$ cat src/rtl/clk_gen_pkg.sv
// Shared types and defaults for the 3.58 MHz slot-clock generator.
package clk_gen_pkg;

    typedef enum logic [1:0] {ST_LOW, ST_HIGH, ST_HOLD} clk_gen_state_t;

    localparam int CLK_GEN_ACC_W      = 24;
    localparam int CLK_GEN_INC_NORMAL = 1112126;
    localparam int CLK_GEN_INC_FAST   = 2224252;

    // Per-clock increment for an NCO whose every carry marks one half-period
    // of f_out_hz, rounded to nearest.
    function automatic longint calc_inc(longint f_out_hz, longint f_clk_hz, int acc_w);
        longint num;
        num = (longint'(1) << acc_w) * 2 * f_out_hz;
        return (num + f_clk_hz / 2) / f_clk_hz;
    endfunction

endpackage

$ cat src/rtl/clk_gen_nco.sv
// Fractional phase accumulator; each carry marks one half-period boundary.
module clk_gen_nco
    import clk_gen_pkg::*;
#(
    parameter int ACC_W = CLK_GEN_ACC_W
) (
    input  logic             CLK,
    input  logic             RESET_n,
    input  logic [ACC_W-1:0] inc,
    input  logic             advance,
    input  logic             clear,
    output logic             carry
);

    logic [ACC_W-1:0] acc;
    logic [ACC_W:0]   sum;

    assign sum   = {1'b0, acc} + {1'b0, inc};
    assign carry = advance & sum[ACC_W];

    // Phase register: parks at zero when cleared, wraps modulo 2^ACC_W otherwise.
    always_ff @(posedge CLK or negedge RESET_n) begin
        if (!RESET_n) begin
            acc <= '0;
        end else if (clear) begin
            acc <= '0;
        end else if (advance) begin
            acc <= sum[ACC_W-1:0];
        end
    end

endmodule

$ cat src/rtl/clk_gen_358.sv
// Cartridge-side 3.58 MHz slot clock generator with normal/fast rate and
// one-cycle rising-edge enable. Optional build macro CLK_GEN_WAIT_EN adds the
// WAIT_n input that stretches the high phase.
module clk_gen_358
    import clk_gen_pkg::*;
#(
    parameter int ACC_W      = CLK_GEN_ACC_W,
    parameter int INC_NORMAL = CLK_GEN_INC_NORMAL,
    parameter int INC_FAST   = CLK_GEN_INC_FAST
) (
    input  logic CLK,
    input  logic RESET_n,
    input  logic RUN,
    input  logic SPEED_REQ,
`ifdef CLK_GEN_WAIT_EN
    input  logic WAIT_n,
`endif
    output logic SPEED_ACK,
    output logic CLK_3_58M,
    output logic CLK_3_58M_EN
);

    clk_gen_state_t   state;
    logic [ACC_W-1:0] inc;
    logic             advance;
    logic             clear;
    logic             carry;
    logic             wait_hold;

    // The rate is latched into SPEED_ACK only at falling edges, so inc never
    // changes in the middle of a phase.
    assign inc     = SPEED_ACK ? ACC_W'(INC_FAST) : ACC_W'(INC_NORMAL);
    assign advance = (state != ST_LOW) || RUN;
    assign clear   = (state == ST_LOW) && !RUN;

`ifdef CLK_GEN_WAIT_EN
    assign wait_hold = !WAIT_n;
`else
    assign wait_hold = 1'b0;
`endif

    clk_gen_nco #(
        .ACC_W   (ACC_W)
    ) u_nco (
        .CLK     (CLK),
        .RESET_n (RESET_n),
        .inc     (inc),
        .advance (advance),
        .clear   (clear),
        .carry   (carry)
    );

    // Phase FSM: each carry toggles the output; a pending wait keeps it high.
    always_ff @(posedge CLK or negedge RESET_n) begin
        if (!RESET_n) begin
            state        <= ST_LOW;
            CLK_3_58M    <= 1'b0;
            CLK_3_58M_EN <= 1'b0;
            SPEED_ACK    <= 1'b0;
        end else begin
            CLK_3_58M_EN <= 1'b0;
            case (state)
                ST_LOW: begin
                    if (carry) begin
                        state        <= ST_HIGH;
                        CLK_3_58M    <= 1'b1;
                        CLK_3_58M_EN <= 1'b1;
                    end
                end
                ST_HIGH: begin
                    if (carry) begin
                        if (wait_hold) begin
                            state <= ST_HOLD;
                        end else begin
                            state     <= ST_LOW;
                            CLK_3_58M <= 1'b0;
                            SPEED_ACK <= SPEED_REQ;
                        end
                    end
                end
                ST_HOLD: begin
                    if (carry && !wait_hold) begin
                        state     <= ST_LOW;
                        CLK_3_58M <= 1'b0;
                        SPEED_ACK <= SPEED_REQ;
                    end
                end
                default: begin
                    state     <= ST_LOW;
                    CLK_3_58M <= 1'b0;
                end
            endcase
        end
    end

endmodule

$ cat config.mk
export PLATFORM = sky130hd
export DESIGN_NAME = clk_gen_358
export DESIGN_NICKNAME = d
export VERILOG_FILES = /design/src/rtl/clk_gen_pkg.sv /design/src/rtl/clk_gen_nco.sv /design/src/rtl/clk_gen_358.sv
export SDC_FILE = /design/constraint.sdc
export NUM_CORES = 1
export LEC_CHECK = 0
export BUFFER_PORTS_ARGS = -buffer_cell sky130_fd_sc_hd__buf_2
export CAP_MARGIN = 15
export CORE_MARGIN = 3
export CORE_UTILIZATION = 45
export CTS_CLUSTER_SIZE = 12
export DETAILED_ROUTE_END_ITERATION = 10
export SKIP_LAST_GASP = 1
export SYNTH_ARGS = -nofsm -noshare
export SYNTH_HDL_FRONTEND = slang
export SYNTH_SLANG_ARGS = --single-unit
$ cat constraint.sdc
create_clock -name CLK -period 4.4 [get_ports CLK]
set_input_delay 1.1 -clock CLK [delete_from_list [all_inputs] [get_ports CLK]]
set_output_delay 1.1 -clock CLK [all_outputs]
set_load 0.1 [all_outputs]
==> summary.txt <==
drt pass-1 iters: 4
maximum resistive drop on vdd: 0.313 mV
post-cts sizing count: 0
Critical Path RT: 4.59 ns
nature of the critical path endpoint: flip-flop
Area Overhead vs Synth: 9.18%
die area: 3860 um2
syn nets: 157
H-tree Lvls: 1
1st-iter DRT viols: 35
Arr. time, crit path: 2.73 ns
RSZ-0062 raised after global routing: no
max-cap viol count: 0
status: completed
Synth area leaders: dfrtp_1 46%, nor2_1 7.7%, ha_1 6.2%, xor2_1 5.6%, xnor2_1 4.9%
ant diodes: 0
final setup margin: 1.87 ns
number of global-route vias before repair: 1063
Post-CTS Setup Bufs: 0
setup slack, reg-to-reg: 1.87 ns
first-pass GRT wire length: 4740 um
Final Setup Violations: 0
final period utilization: 57.6%
hold path startpoint: u_nco.acc[9]
Synth Flop Type: dfrtp_1
leading area contributor after synthesis: dfrtp_1
Max clock buf depth: 2
final hold vios: 0
DR vias: 1075
Hold Path Cell Cnt: 2
Post-Syn Instances: 146
Nets: 166
die height: 62.1 um
number of cell rows: 19
TNS Setup: 0 ns
Async S/R FF share, synth: 100%
maximum clock frequency: 0.394 GHz
Worst-Margin Slew: 0.770 ns
max-slew violation count: 0
fillers: 280
vias per std cell: 5.48
Clk pin slew, worst setup/hold paths: 0.14 ns
Ys Warns: 0
CP Max Fanout: 6
Core Area: 2880 um2
critical path, cell by cell: inv_1, ha_1, inv_1, ha_1, nor2b_1, a211oi_1, o21ai_0, xor2_1, nor2_1
Crit Path Category: reg2reg
CTS Hold Bufs: 0
post-layout min period: 2.53 ns
Post-synth EDFFs: 0
clock root buffer: clkbuf_4
HP Class: reg2reg
most common cell in the netlist: nor2_1
synth unique cells: 35
drt drc: 0
drt total wl: 2670 um
initial antenna violation count: 0
GRT Overall Usage: 15.0%
slowest CP cell: a211oi_1
layout cell share with drive strength beyond 1: 11.7%
launching point of the worst reg2reg path: SPEED_ACK
Pwr per Cell Area: 848 nW/um2
CP peak stage delay: 0.68 ns
mapped cell area: 1420 um2
R2R depth: 9
Yosys top cell area share: 45.9%
clock sink total: 26
#FFs+latches synth: 26
CTS buffer count: 3
pin count of the biggest net entering global routing: 27
average size of a mapped cell: 9.71 um2
sequential area share after synthesis: 45.9%
global route total overflow: 0
GPL Wtd Cong: 0.751
port bufs: 6
Final Skew: 0.00174 ns
CTS tree: done
worst skew pair latency: 0.32 ns
IO Pins: 7
Slew HR: 48.4%
most instantiated cells after synthesis: 29 x nor2_1, 26 x dfrtp_1, 9 x nand2_1, 9 x xor2_1
initial cell density of the core: 49.3%
worst hold endpoint: u_nco.acc[9]
Setup crit start kind: flip-flop
hpwl dp: 2000 um
Leakage: 0.682 nW
r2r endpoint: u_nco.acc[19]
worst slack, placed: 1.88 ns
per-cell routed wire length: 13.6 um
Routed Antenna Nets: 0
Final Core Density: 53.8%
die width: 62.1 um
[flip-flops by register name, indices dropped and copies added (netlist names)]
name,flops
u_nco.acc,23
SPEED_ACK,1
CLK_3_58M_EN,1
CLK_3_58M,1
[layout by cell type (no fill, tap or decap), types with 2 or more instances in the layout]
cell / n
xnor2_1: 8
nor2b_1: 4
nand4_1: 3
ha_1: 7
a21oi_1: 4
nor3_1: 7
buf_2: 6
clkbuf_4: 3
nand2_1: 9
nor2_1: 29
o21ai_0: 8
dfrtp_1: 26
xor2_1: 9
o31ai_1: 2
a211oi_1: 2
inv_1: 4
mux2_2: 2
and2_1: 2
[cells by family after synthesis]
family	share of synthesized area (%)
AOI/OAI and AO/OA	13.5
xor gates and xnor gates	10.5
adders and majority gates	6.18
buffers and inverters	1.94
DFF	45.9
muxes	1.59
and+or+nand+nor	20.4
[how the worst max path moves through the flow]
stage,start,to,slack (ns)
2_1_floorplan,SPEED_ACK,u_nco.acc[21],1.58
3_3_place_gp,SPEED_ACK,u_nco.acc[21],1.95
3_5_place_dp,SPEED_ACK,u_nco.acc[19],1.88
4_1_cts,SPEED_ACK,u_nco.acc[19],1.87
5_1_grt,SPEED_ACK,u_nco.acc[19],1.59
6_report,SPEED_ACK,u_nco.acc[19],1.87
[per-layer routing]
layer / up-vias / wire [um] / global-route usage, %
met4: 0 / 29 / 4.97
met3: 4 / 81 / 2.34
met1: 526 / 1210 / 18.6
met5: - / 0 / 0
li1: 525 / - / -
met2: 20 / 1350 / 26.6
[where the power goes]
group / switching [mW] / leakage [nW] / internal (mW)
clock: 0.0696 / 0.0279 / 0.0921
sequential: 0.0997 / 0.329 / 0.347
combinational: 0.421 / 0.325 / 0.282
[critical path, delay by kind of cell (launching register included)]
| family | cells | cell delay (ns) |
|---|---|---|
| adders and majority gates | 2 | 0.43 |
| AOI/OAI and AO/OA | 2 | 0.92 |
| and+or+nand+nor | 2 | 0.22 |
| buffers and inverters | 2 | 0.19 |
| xor gates and xnor gates | 1 | 0.18 |
| DFF | 1 | 0.47 |
[layout make-up]
class / count / area [um2] / area share [%]
clock buffers: 3 / 22.5 / 1.46
multi-input cells: 113 / 739 / 47.8
inverters: 4 / 15.0 / 0.970
clock inverters: 1 / 30.0 / 1.94
repair buffers: 7 / 37.5 / 2.43
flip-flops and latches: 26 / 651 / 42.0
well taps: 42 / 52.6 / 3.40
[through the flow]
step           cell area (um2)  total power, mW  instances  hold slack [ns]
2_1_floorplan             1420             1.01        146            0.510
3_3_place_gp              1500             1.14        192            0.543
3_5_place_dp              1500             1.16        192            0.546
4_1_cts                   1550             1.33        196            0.572
5_1_grt                   1550             1.44        196            0.588
6_report                  1550             1.31        196            0.567
Note: power is estimated with default switching activity, not from simulation.
